==> config.mk <==
export PLATFORM = sky130hd
export DESIGN_NAME = mem_bus_ctrl
export DESIGN_NICKNAME = d
export VERILOG_FILES = /design/src/rtl/mem_bus_ctrl.sv
export SDC_FILE = /design/constraint.sdc
export NUM_CORES = 1
export LEC_CHECK = 0
export ABC_AREA = 0
export CAP_MARGIN = 30
export CORE_MARGIN = 2
export CORE_UTILIZATION = 43
export DETAILED_ROUTE_END_ITERATION = 7
export PLACE_DENSITY = 0.78
export SYNTH_ARGS = -nofsm -noshare
export SYNTH_HDL_FRONTEND = slang
export SYNTH_SLANG_ARGS = --single-unit
==> constraint.sdc <==
create_clock -name clk -period 1.8 [get_ports clk]
set_input_delay 0.27 -clock clk [delete_from_list [all_inputs] [get_ports clk]]
set_output_delay 0.27 -clock clk [all_outputs]
set_load 0.005 [all_outputs]
==> src/rtl/mem_bus_ctrl.sv <==
// mem_bus_ctrl: single-outstanding CPU bus controller. Decodes the 8-bit
// address into ROM / RW RAM / output ports / input ports. Sequences the
// one-cycle synchronous memory latency through the states
// IDLE -> ACCESS -> CAPTURE -> READY.
module mem_bus_ctrl (
  input  logic       clk,
  input  logic       reset_n,
  input  logic       cpu_req,
  input  logic       cpu_write,
  input  logic [7:0] cpu_addr,
  input  logic [7:0] cpu_wdata,
  output logic [7:0] cpu_rdata,
  output logic       cpu_ready,
  output logic       bus_error,
  output logic [7:0] mem_address,
  output logic       mem_write,
  output logic [7:0] mem_data_in,
  input  logic [7:0] rom_data,
  input  logic [7:0] rw_data,
  output logic [7:0] port_out_0,
  output logic [7:0] port_out_1,
  output logic [7:0] port_out_2,
  output logic [7:0] port_out_3,
  input  logic [7:0] port_in_0,
  input  logic [7:0] port_in_1,
  input  logic [7:0] port_in_2,
  input  logic [7:0] port_in_3
);

  typedef enum logic [1:0] {IDLE, ACCESS, CAPTURE, READY} state_t;

  state_t     state_reg, state_next;
  logic [7:0] addr_reg, wdata_reg, rdata_reg, rdata_next;
  logic       write_reg;
  logic [7:0] port_out_arr [4];
  logic [7:0] port_in_arr  [4];
  logic [7:0] port_sync_arr [4];

  // Region decode, always from the latched request
  logic in_rom, in_ram, in_oport, in_iport, in_hole, illegal;
  assign in_rom   = ~addr_reg[7];
  assign in_ram   = addr_reg[7] && (addr_reg < 8'd224);
  assign in_oport = (addr_reg[7:2] == 6'b111000);
  assign in_iport = (addr_reg[7:2] == 6'b111100);
  assign in_hole  = (addr_reg >= 8'd228) && (addr_reg <= 8'd239);
  assign illegal  = in_hole || (write_reg && (in_rom || (addr_reg >= 8'd240)));

  assign port_in_arr[0] = port_in_0;
  assign port_in_arr[1] = port_in_1;
  assign port_in_arr[2] = port_in_2;
  assign port_in_arr[3] = port_in_3;

  assign port_out_0 = port_out_arr[0];
  assign port_out_1 = port_out_arr[1];
  assign port_out_2 = port_out_arr[2];
  assign port_out_3 = port_out_arr[3];

  // The memory bus lines follow the latched request directly
  assign mem_address = addr_reg;
  assign mem_data_in = wdata_reg;
  assign cpu_rdata   = rdata_reg;

  // State register
  always_ff @(posedge clk or negedge reset_n) begin
    if (!reset_n) state_reg <= IDLE;
    else          state_reg <= state_next;
  end

  // Next-state logic: only IDLE waits on the request
  always_comb begin
    state_next = state_reg;
    case (state_reg)
      IDLE:    if (cpu_req) state_next = ACCESS;
      ACCESS:  state_next = CAPTURE;
      CAPTURE: state_next = READY;
      READY:   state_next = IDLE;
      default: state_next = IDLE;
    endcase
  end

  // Outputs decoded from the current state and the latched request
  always_comb begin
    cpu_ready = (state_reg == READY);
    bus_error = (state_reg == READY) && illegal;
    mem_write = (state_reg == ACCESS) && write_reg && in_ram;
  end

  // Latch the request when it is accepted out of IDLE
  always_ff @(posedge clk or negedge reset_n) begin
    if (!reset_n) begin
      addr_reg  <= 8'h00;
      wdata_reg <= 8'h00;
      write_reg <= 1'b0;
    end else if (state_reg == IDLE && cpu_req) begin
      addr_reg  <= cpu_addr;
      wdata_reg <= cpu_wdata;
      write_reg <= cpu_write;
    end
  end

  // Per-port output registers and two-stage input synchronizers
  generate
    for (genvar gi = 0; gi < 4; gi++) begin : gen_port
      logic [7:0] out_reg;
      logic [7:0] sync1_reg, sync2_reg;

      // Output port loads at the end of ACCESS for a store to its address
      always_ff @(posedge clk or negedge reset_n) begin
        if (!reset_n)
          out_reg <= 8'h00;
        else if (state_reg == ACCESS && write_reg && in_oport && addr_reg[1:0] == 2'(gi))
          out_reg <= wdata_reg;
      end

      // Input port synchronizer; loads read the second stage
      always_ff @(posedge clk or negedge reset_n) begin
        if (!reset_n) begin
          sync1_reg <= 8'h00;
          sync2_reg <= 8'h00;
        end else begin
          sync1_reg <= port_in_arr[gi];
          sync2_reg <= sync1_reg;
        end
      end

      assign port_out_arr[gi]  = out_reg;
      assign port_sync_arr[gi] = sync2_reg;
    end
  endgenerate

  // Read-data source select; unmapped addresses read as zero
  always_comb begin
    rdata_next = 8'h00;
    if (in_rom)        rdata_next = rom_data;
    else if (in_ram)   rdata_next = rw_data;
    else if (in_oport) rdata_next = port_out_arr[addr_reg[1:0]];
    else if (in_iport) rdata_next = port_sync_arr[addr_reg[1:0]];
  end

  // Load data is captured at the end of CAPTURE; stores leave it untouched
  always_ff @(posedge clk or negedge reset_n) begin
    if (!reset_n)
      rdata_reg <= 8'h00;
    else if (state_reg == CAPTURE && !write_reg)
      rdata_reg <= rdata_next;
  end

endmodule
==> flow_results.org <==
** Route
- Dividing the detail-routed wire length by the instance count gives 19.1 um.
- The final layout contains routed wiring with a total length of 11700 um.
- After the first detailed-routing iteration, the DRC count stood at 190.
- DRT antenna net count :: 0
- Via-to-Cell Ratio :: 5.23
- Detailed-router iteration count before antenna repair :: 4
- Post-route DRC :: 0
- DR vias :: 3205

** Critical path
- For the worst setup path, the data required time is 2200 ps.
- Worst r2r dst :: port_out_3[3]
- CP endpoint kind :: register
- Critical path class :: register to register
- In this run the worst path has a maximum fanout of 8.
- CP startpoint kind :: register
- Reg2Reg Launch Point :: mem_address[3]
- In this run the worst setup path terminates at port_out_3[3].
- Measured in cells, the most critical reg-to-reg path has a length of 6.
- Startpoint of the most critical setup path :: mem_address[3]
- Across all register-to-register paths, the minimum setup slack is -30 ps.
- Data arrives at the worst endpoint at 2230 ps.

** Place
- Before CTS, the worst setup slack after placement is 23.5 ps.
- HPWL after detailed placement :: 7970 um
- Total of buffers placed on input and output ports :: 126
- At the end of routability-driven placement, the weighted congestion stood at 0.838.
- Placement-stage cell area :: 0.00629 sq mm

** Timing
- Setup violations remaining at the end of the flow were counted as 9.
- The count of final hold-check violations is 0.
- Final WS setup :: -34.5 ps
- Unrepaired setup endpoints after global routing :: true
- For the pin with the worst max-slew slack, the measured transition is 349 ps.
- FMAX :: 0.545 GHz
- Worst slew margin :: 76.7%
- For the finished layout, the period the worst path requires is 1830 ps.
- Slew Limit Fails :: 0
- Ratio of final minimum period to clock period :: 102%
- Total negative setup slack :: -232 ps
- Final worst clock skew :: 7.15 ps

** Logic synthesis
- Post-synth top flop :: dfrtp_1
- The Yosys step of the flow raised 0 warnings.
- Dominant cell by count in the synthesized netlist :: dfrtp_1
- The number of nets in the synthesized netlist is 364.
- In the synthesized netlist, the number of instances is 291.
- In this run the cell area of the synthesized design comes to 0.00469 sq mm.
- The synthesized design contains 0 enable-type register cells.
- Number of synthesized register bits :: 123
- Post-synthesis cell type with the largest combined area :: dfrtp_1
- Average cell area after synthesis :: 16.1 sq um
- After synthesis, the largest area contributor takes up 65.6% of total cell area.
- Distinct cell type count of the synthesized netlist :: 26
- Of the synthesized area, sequential elements account for 65.6%.
- Dominant cells by area after synthesis :: dfrtp_1 (66%), mux2_2 (10%), mux4_2 (7.7%)
- Of all flip-flops after synthesis, the portion carrying an async set or reset was 100%.
- Commonest cells post-synth :: dfrtp_1 (123), mux2_2 (42), nor2_1 (19)

** Pwr
- Dividing total power by cell area gives a power density of 1500 mW/mm^2.
- Highest ir drop seen on vdd :: 796 uV
- Summed over all cells, the static leakage comes to 3.12 nW.
- Power comes to 10.6 mW.

** Cells and area
- Count of inserted antenna diode cells :: 0
- Cells fill 66.1% of the core in the end.
- P&R area growth vs syn :: 51.2%
- Summing all non-filler instances in the final layout gives an area of 0.00710 sq mm.
- Nets :: 533
- Fill cells :: 778
- Cells with a size suffix above 1 make up 33.6% of the layout.

** Worst hold path
- Type of the worst min-delay path :: input port to asynchronous set/reset pin

** Die
- For this design the top-level I/O count stands at 127.
- Core ar. :: 0.0107 sq mm
- Site Rows :: 38
- Area enclosed by the die boundary :: 0.0118 sq mm
- Die boundary height :: 108 um
- The initial utilization of the core area, before any placement, comes to 43.7%.
- From left edge to right edge, the die measures 108 um.

** Clock tree
- Clock Pin Slew Worst Setup and Hold Paths :: 60 ps
- Maximum buffer depth of the clock tree :: 2
- Number of sinks handled by clock tree synthesis :: 123
- TritonCTS clock tree :: built
- Inserted Clock Buffers :: 17
- The tree is rooted in a clkbuf_8.
- The H-tree generated during clock tree synthesis spans 4 levels.
- Clock latency on the worst-skew pair, taken at its later pin, is 510 ps.

** Global route
- Entering global routing, the biggest net connects 70 pins.
- The via count of the first global-routing pass came to 3437.
- The initial antenna violation count is 0.
- Total routing resource utilization after global routing :: 21.5%
- Global routing finished with a remaining overflow of 0.
- First-pass GRT wire length :: 18300 um

** Outcome
- Violations in the final reports :: setup timing
- The flow ran to the end, but the final reports show violations.

** Run
- Max-cap viol count :: 0
area by class of cell:
| cell class | instances | area, sq um | share of cell area [%] |
|---|---|---|---|
| inverter | 4 | 17.5 | 0.247 |
| tap | 140 | 175 | 2.47 |
| timing repair buffer | 164 | 1680 | 23.6 |
| sequential | 123 | 3090 | 43.5 |
| clock inverter | 14 | 173 | 2.43 |
| multi-input combinational | 150 | 1550 | 21.9 |
| clock buffer | 18 | 418 | 5.89 |
worst max-delay path: stages, from the launching register on:
cell and delay, ps:
dfrtp_1 390, buf_6 130, nor3_4 220, nand4_4 160, or3_1 350, buf_6 160, mux2_4 310
power breakdown:
part / switching, mW / internal [mW]
sequential: 0.450 / 3.26
combinational: 1.49 / 2.13
clock: 1.20 / 2.11
per-stage QoR:
step,instances,hold slack (ps)
finish,613,151
CTS,611,134
global route,613,153
detailed placement,567,139
floorplan,291,-25.6
global placement,567,139
worst min path at each step:
stage | startpoint | endpoint | cells after the start
after global placement | reset_n | mem_data_in[5] | 1
after floorplan | reset_n | cpu_rdata[0] | 0
after CTS | reset_n | mem_data_in[5] | 2
after detailed placement | reset_n | mem_data_in[5] | 1
final | reset_n | mem_data_in[5] | 2
after global routing | reset_n | mem_data_in[5] | 2
metal layers:
layer / wire length (um) / track usage [%]
met1: 4600 / 26.5
met2: 6120 / 36.1
met3: 788 / 5.42
met4: 224 / 9.16
met5: 0 / 0
timing repair:
action | 4_1_cts | 5_1_grt
hold endpoints to repair | 123 | 0
cloned | 1 | 0
gates resized for setup | 19 | 22
endpoints found under the setup margin | 11 | 46
setup buffers | 10 | 2
pin swaps | 3 | 3
hold buffers | 1 | 0
cells in the final DEF (no fill, tap or decap), drive strengths merged:
cell           instances
a21oi                  1
buf                   38
dfrtp                123
clkbuf                19
nor3b                  1
ha                     5
nand4                  1
a22oi                  1
inv                    5
clkinv                 5
dlymetal6s2s           6
nand3                 17
and3                   1
bufbuf                 1
o2111a                 8
nor2b                  3
mux4                  16
clkdlybuf4s50        116
or3                    1
nor3                   5
clkdlybuf4s15          1
bufinv                 3
nor2                  19
a211oi                 8
mux2                  50
nand2                  5
clkinvlp               5
o22ai                  8
dlygate4sd3            1
cells by family (layout without fill, tap and decap cells):
family / count (synthesis) / in the layout / share of synthesized area (%)
AND/OR/NAND/NOR: 53 / 53 / 6.21
adder cells (fa/ha/maj): 5 / 5 / 1.33
AO/OA/AOI/OAI: 26 / 26 / 4.53
buffers and inverters: 18 / 200 / 2.05
multiplexers: 66 / 66 / 20.3
flip-flops: 123 / 123 / 65.6
Power figures use the tool's default switching activity.
